$ cat config.mk
export PLATFORM = sky130hd
export DESIGN_NAME = seq_detect_prog
export DESIGN_NICKNAME = d
export VERILOG_FILES = /design/src/rtl/seq_detect_prog.sv
export SDC_FILE = /design/constraint.sdc
export NUM_CORES = 1
export LEC_CHECK = 0
export ABC_CLOCK_PERIOD_IN_PS = 2500
export CAP_MARGIN = 20
export CORE_MARGIN = 5
export CORE_UTILIZATION = 53
export DETAILED_ROUTE_END_ITERATION = 6
export GPL_TIMING_DRIVEN = 0
export PLACE_DENSITY = 0.77
export SLEW_MARGIN = 20
export SYNTH_ARGS = -nofsm -noshare
export SYNTH_HDL_FRONTEND = slang
export SYNTH_SLANG_ARGS = --single-unit
$ cat constraint.sdc
create_clock -name clk -period 2.5 [get_ports clk]
set_clock_uncertainty 0.05 [all_clocks]
set_input_delay 0.25 -clock clk [delete_from_list [all_inputs] [get_ports clk]]
set_output_delay 0.25 -clock clk [all_outputs]
set_load 0.02 [all_outputs]
$ cat src/rtl/seq_detect_prog.sv
// Programmable Moore sequence detector: matches a runtime-loaded serial pattern
// of 1..MAX_LEN bits, with overlap control, valid qualification and a saturating count.
module seq_detect_prog #(
   parameter int MAX_LEN = 8,
   parameter int LEN_W   = 4,
   parameter int CNT_W   = 8
) (
   input  logic               clk,
   input  logic               rst,
   input  logic               cfg_load,
   input  logic [MAX_LEN-1:0] cfg_pattern,
   input  logic [LEN_W-1:0]   cfg_len,
   input  logic               cfg_overlap,
   input  logic               count_clr,
   input  logic               in_valid,
   input  logic               a,
   output logic               b,
   output logic [CNT_W-1:0]   match_count
);

   typedef enum logic [1:0] {IDLE, SEARCH, MATCH} state_t;

   state_t             state, state_next;
   logic [MAX_LEN-1:0] pat;
   logic [LEN_W-1:0]   len_q;
   logic               ovl;
   logic [MAX_LEN-1:0] hist;
   logic [LEN_W-1:0]   fill;

   logic [LEN_W-1:0]   len_clamped;
   logic [MAX_LEN-1:0] len_mask;
   logic [MAX_LEN-1:0] hist_next;
   logic [LEN_W:0]     fill_inc;
   logic               accept;
   logic               match_cond;
   logic               enter_match;

   // Datapath decode: clamp, length mask, shifted history and match test
   always_comb begin
      len_clamped = (cfg_len > LEN_W'(MAX_LEN)) ? LEN_W'(MAX_LEN) : cfg_len;
      len_mask    = '0;
      for (int i = 0; i < MAX_LEN; i++) begin
         if (i < int'(len_q)) len_mask[i] = 1'b1;
      end
      hist_next   = (hist << 1) | MAX_LEN'(a);
      fill_inc    = {1'b0, fill} + 1'b1;
      accept      = in_valid && !cfg_load;
      match_cond  = (state != IDLE) &&
                    (fill_inc >= {1'b0, len_q}) &&
                    ((hist_next & len_mask) == (pat & len_mask));
      enter_match = accept && match_cond;
   end

   always_comb begin
      state_next = state;
      if (cfg_load) begin
         state_next = (len_clamped == '0) ? IDLE : SEARCH;
      end else begin
         case (state)
            IDLE:    state_next = IDLE;
            SEARCH,
            MATCH:   begin
               if (accept) state_next = match_cond ? MATCH : SEARCH;
               else        state_next = SEARCH;
            end
            default: state_next = IDLE;
         endcase
      end
   end

   always_ff @(posedge clk or negedge rst) begin
      if (!rst) state <= IDLE;
      else      state <= state_next;
   end

   // Config, history and fill; a non-overlapping match restarts the fill count
   always_ff @(posedge clk or negedge rst) begin
      if (!rst) begin
         pat   <= '0;
         len_q <= '0;
         ovl   <= 1'b0;
         hist  <= '0;
         fill  <= '0;
      end else if (cfg_load) begin
         pat   <= cfg_pattern;
         len_q <= len_clamped;
         ovl   <= cfg_overlap;
         hist  <= '0;
         fill  <= '0;
      end else if (accept) begin
         hist <= hist_next;
         if (match_cond && !ovl)
            fill <= '0;
         else if (fill_inc > (LEN_W+1)'(MAX_LEN))
            fill <= LEN_W'(MAX_LEN);
         else
            fill <= fill_inc[LEN_W-1:0];
      end
   end

   always_ff @(posedge clk or negedge rst) begin
      if (!rst) begin
         match_count <= '0;
      end else if (count_clr) begin
         match_count <= enter_match ? CNT_W'(1) : '0;
      end else if (enter_match && (match_count != {CNT_W{1'b1}})) begin
         match_count <= match_count + 1'b1;
      end
   end

   assign b = (state == MATCH);

endmodule

==> reports/metrics.yaml, run 1 <==
min_period_ns: 2.38
cp_data_required_time_ns: 2.72
p_seq_share_pct: 52.9
min-delay-path-class: "in -> async"
fin_util_pct: 69.1
status: "finished, final reports clean"
start_kind: "register"
synth.largest_area_cell: "dfrtp_1"
path_cells: "ha_2, xor2_1, ha_1, o21ai_0, o21ai_2, nand3b_4, or4_1, a21oi_2"
routabilityCongestion: 0.852
multiInputGateArea_um2: 978
netlist_top_cells_area: "dfrtp_1 45%, mux2_2 6.0%, ha_1 5.3%"
finalWorstSetupSlack_ns: 0.117
power_frac_comb_pct: 19.4
relSlewSlack_pct: 55.4
grt_pass1_wl_um: 7100
drc: 0
cts.sinks: 34
p_int_mw: 0.822
fill_cells: 252
grt_max_degree: 20
netlist_instances: 182
post-route-period-util_pct: 95.3
clk_pin_slew_worst_paths_ns: 0.10
ys_async_sr_fraction_pct: 100
root_buffer: "clkbuf_4"
synth_top_flop_cell: "dfrtp_1"
grt_usage_pct: 18.3
dieArea_um2: 4830
cts_tree: "done"
finalHoldViolations: 0
synth_cell_types: 42
vdd_drop_max_uv: 303
synth.net_count: 209
rows: 21
synth-warning-count: 0
arrival_ns: 2.60
worst_pin_slew_ns: 0.669
htreeDepth: 2
cp_num_buf_inv: 0
setup_violations: 0
max_cap_violations: 0
crit_type: "reg -> reg"
core_um2: 3390
synth_edf_count: 0
synth_area_um2: 1880
drv_slew: 0
preCtsSetupSlack_ns: 0.0147
drive_gt1_share_pct: 16.7
holdWs_ns: 0.311
antennaDiodeCount: 0
cpMaxStageDelayCell: "or4_1"
routedWlPerCell_um: 15.5
netlist_top_cells_count: "34 x dfrtp_1, 15 x nor2_1, 10 x mux2_2, 10 x o21ai_0, 9 x inv_1"
initial_core_util_pct: 55.4
cp_slowest_stage_delay_ns: 0.51
antenna_found_initial: 0
drtPass1Iterations: 6
numCtsBuffers: 5
syn2layout_area_growth_pct: 24.7
worstPathMaxFanout: 8
yosysSeqAreaShare_pct: 45.3
synth-seq-cells: 34
die_x_um: 69.5
grt_pass1_vias: 1506
totalWireLength_um: 4130
clock_path_buffers: 2
via_per_inst: 5.82
drt_iter0_drc: 86
crit_path_end_kind: "register"
fin_nets: 247
p_sw_mw: 0.322
p_sw_share_pct: 28.1
power-per-cell-area_nw_per_um2: 488
port_buffers: 27
insertion_delay_ns: 0.33
dr_total_vias: 1554
fp.dieH_um: 69.5
hpwl_um: 3090
crit_family: "simple AND/OR/NAND/NOR gates"
fmax_mhz: 420
yosysTopAreaCellShare_pct: 45.3
synth.avg_cell_area_um2: 10.3
fin_setup_tns_ns: 0
p_leak_nw: 1.01
rsz0062_at_grt: "no"
design_power_total_mw: 1.14
clockPowerShare_pct: 27.7
synth.most_common_cell: "dfrtp_1"
regArea_um2: 852
ios: 28
overflow: 0
ant_nets: 0
==> registers in the layout (all words and copies together) (netlist names) <==
name / cells
fill: 4
hist: 7
len_q: 4
match_count: 8
ovl: 1
pat: 8
state: 2
==> metal layers <==
layer / vias up / track usage [%] / wire length (um)
li1: 734 / - / -
met1: 751 / 22.8 / 1830
met5: - / 0 / 0
met4: 0 / 6.72 / 82
met3: 14 / 5.07 / 206
met2: 55 / 30.2 / 2010
==> path summary, 6_finish.rpt <==
check	endpoint	cells past startpoint	start	slack, ns
setup reg to reg	match_count[4]	8	fill[0]	0.12
setup / recovery	match_count[4]	8	fill[0]	0.12
min in group clk	pat[5]	2	cfg_pattern[5]	0.47
hold / removal	pat[2]	2	rst	0.31
hold reg to reg	pat[6]	1	pat[6]	0.49
max in group asynchronous	match_count[7]	3	rst	1.65
==> power groups by stage <==
stage / clock network (mW) / logic, mW / registers, mW
CTS: 0.324 / 0.213 / 0.605
global placement: 0 / 0.195 / 0.613
floorplan: 0 / 0.131 / 0.609
detailed placement: 0 / 0.208 / 0.616
finish: 0.317 / 0.221 / 0.605
global route: 0.350 / 0.246 / 0.610
==> cell usage in the layout, fill, tap and decap left out, types with 4 or more instances in the layout <==
cell,instances
nor2_1,15
or4_1,4
clkbuf_4,6
o21ai_0,10
xnor2_1,6
nand2_1,7
inv_1,9
ha_1,7
mux2i_1,8
dfrtp_1,33
nand2b_1,4
a21oi_1,7
clkdlybuf4s50_1,26
mux2_2,10
o31ai_1,6
nand3_1,6
xor2_1,4
clkbuf_1,5
==> area by class of cell <==
type	count	share of cell area (%)
Multi-Input combinational cell	131	41.8
Sequential cell	34	36.4
Timing Repair Buffer	31	13.6
Tap cell	46	2.46
Clock buffer	7	2.35
Buffer	8	1.82
Inverter	9	1.44
Clock inverter	1	0.214
==> cells by family (layout without fill, tap and decap cells) <==
family                   count (synthesis)  count (layout)  synth area share [%]
multiplexers                            18              18                  10.3
flip-flops                              34              34                  45.3
AO/OA/AOI/OAI                           37              37                  12.9
XOR/XNOR                                11              11                  5.13
AND/OR/NAND/NOR                         57              57                  17.2
buffers and inverters                   17              56                  3.93
adder cells (fa/ha/maj)                  8               8                  5.33
==> through the flow <==
step,instance area (um2),std cells
3_3_place_gp,2210,255
6_report,2340,267
3_5_place_dp,2230,256
2_1_floorplan,1880,182
4_1_cts,2300,265
5_1_grt,2340,267
==> worst register-to-register path, delay by kind of cell (launching register included) <==
kind / cells / cell delay [ns]
fa+ha+maj: 2 / 0.50
xor+xnor: 1 / 0.15
compound gates: 3 / 0.52
simple gates: 2 / 0.66
flops: 1 / 0.44
==> repair_timing <==
action	in CTS	in global routing
hold endpoints to repair	15	0
buffers inserted	0	2
gates resized for setup	1	7
endpoints found under the setup margin	1	5
pin swaps	0	2
hold buffers	1	0
Power figures use the tool's default switching activity.
==> inputs of run 2 (changes only) <==
--- a/config.mk
+++ b/config.mk
@@ -5,7 +5,6 @@
 export SDC_FILE = /design/constraint.sdc
 export NUM_CORES = 1
 export LEC_CHECK = 0
-export ABC_CLOCK_PERIOD_IN_PS = 2500
 export CAP_MARGIN = 20
 export CORE_MARGIN = 5
 export CORE_UTILIZATION = 53
==> results of run 2 <==
Final layout, timing and power as in run 1 (identical DEF).
==> inputs of run 3 (changes only) <==
--- a/config.mk
+++ b/config.mk
@@ -9,9 +9,11 @@
 export CORE_MARGIN = 5
 export CORE_UTILIZATION = 53
 export DETAILED_ROUTE_END_ITERATION = 6
+export GPL_ROUTABILITY_DRIVEN = 0
 export GPL_TIMING_DRIVEN = 0
 export PLACE_DENSITY = 0.77
 export SLEW_MARGIN = 20
 export SYNTH_ARGS = -nofsm -noshare
 export SYNTH_HDL_FRONTEND = slang
 export SYNTH_SLANG_ARGS = --single-unit
+export TNS_END_PERCENT = 5
==> results of run 3 <==
Final layout, timing and power as in run 1 (identical DEF).
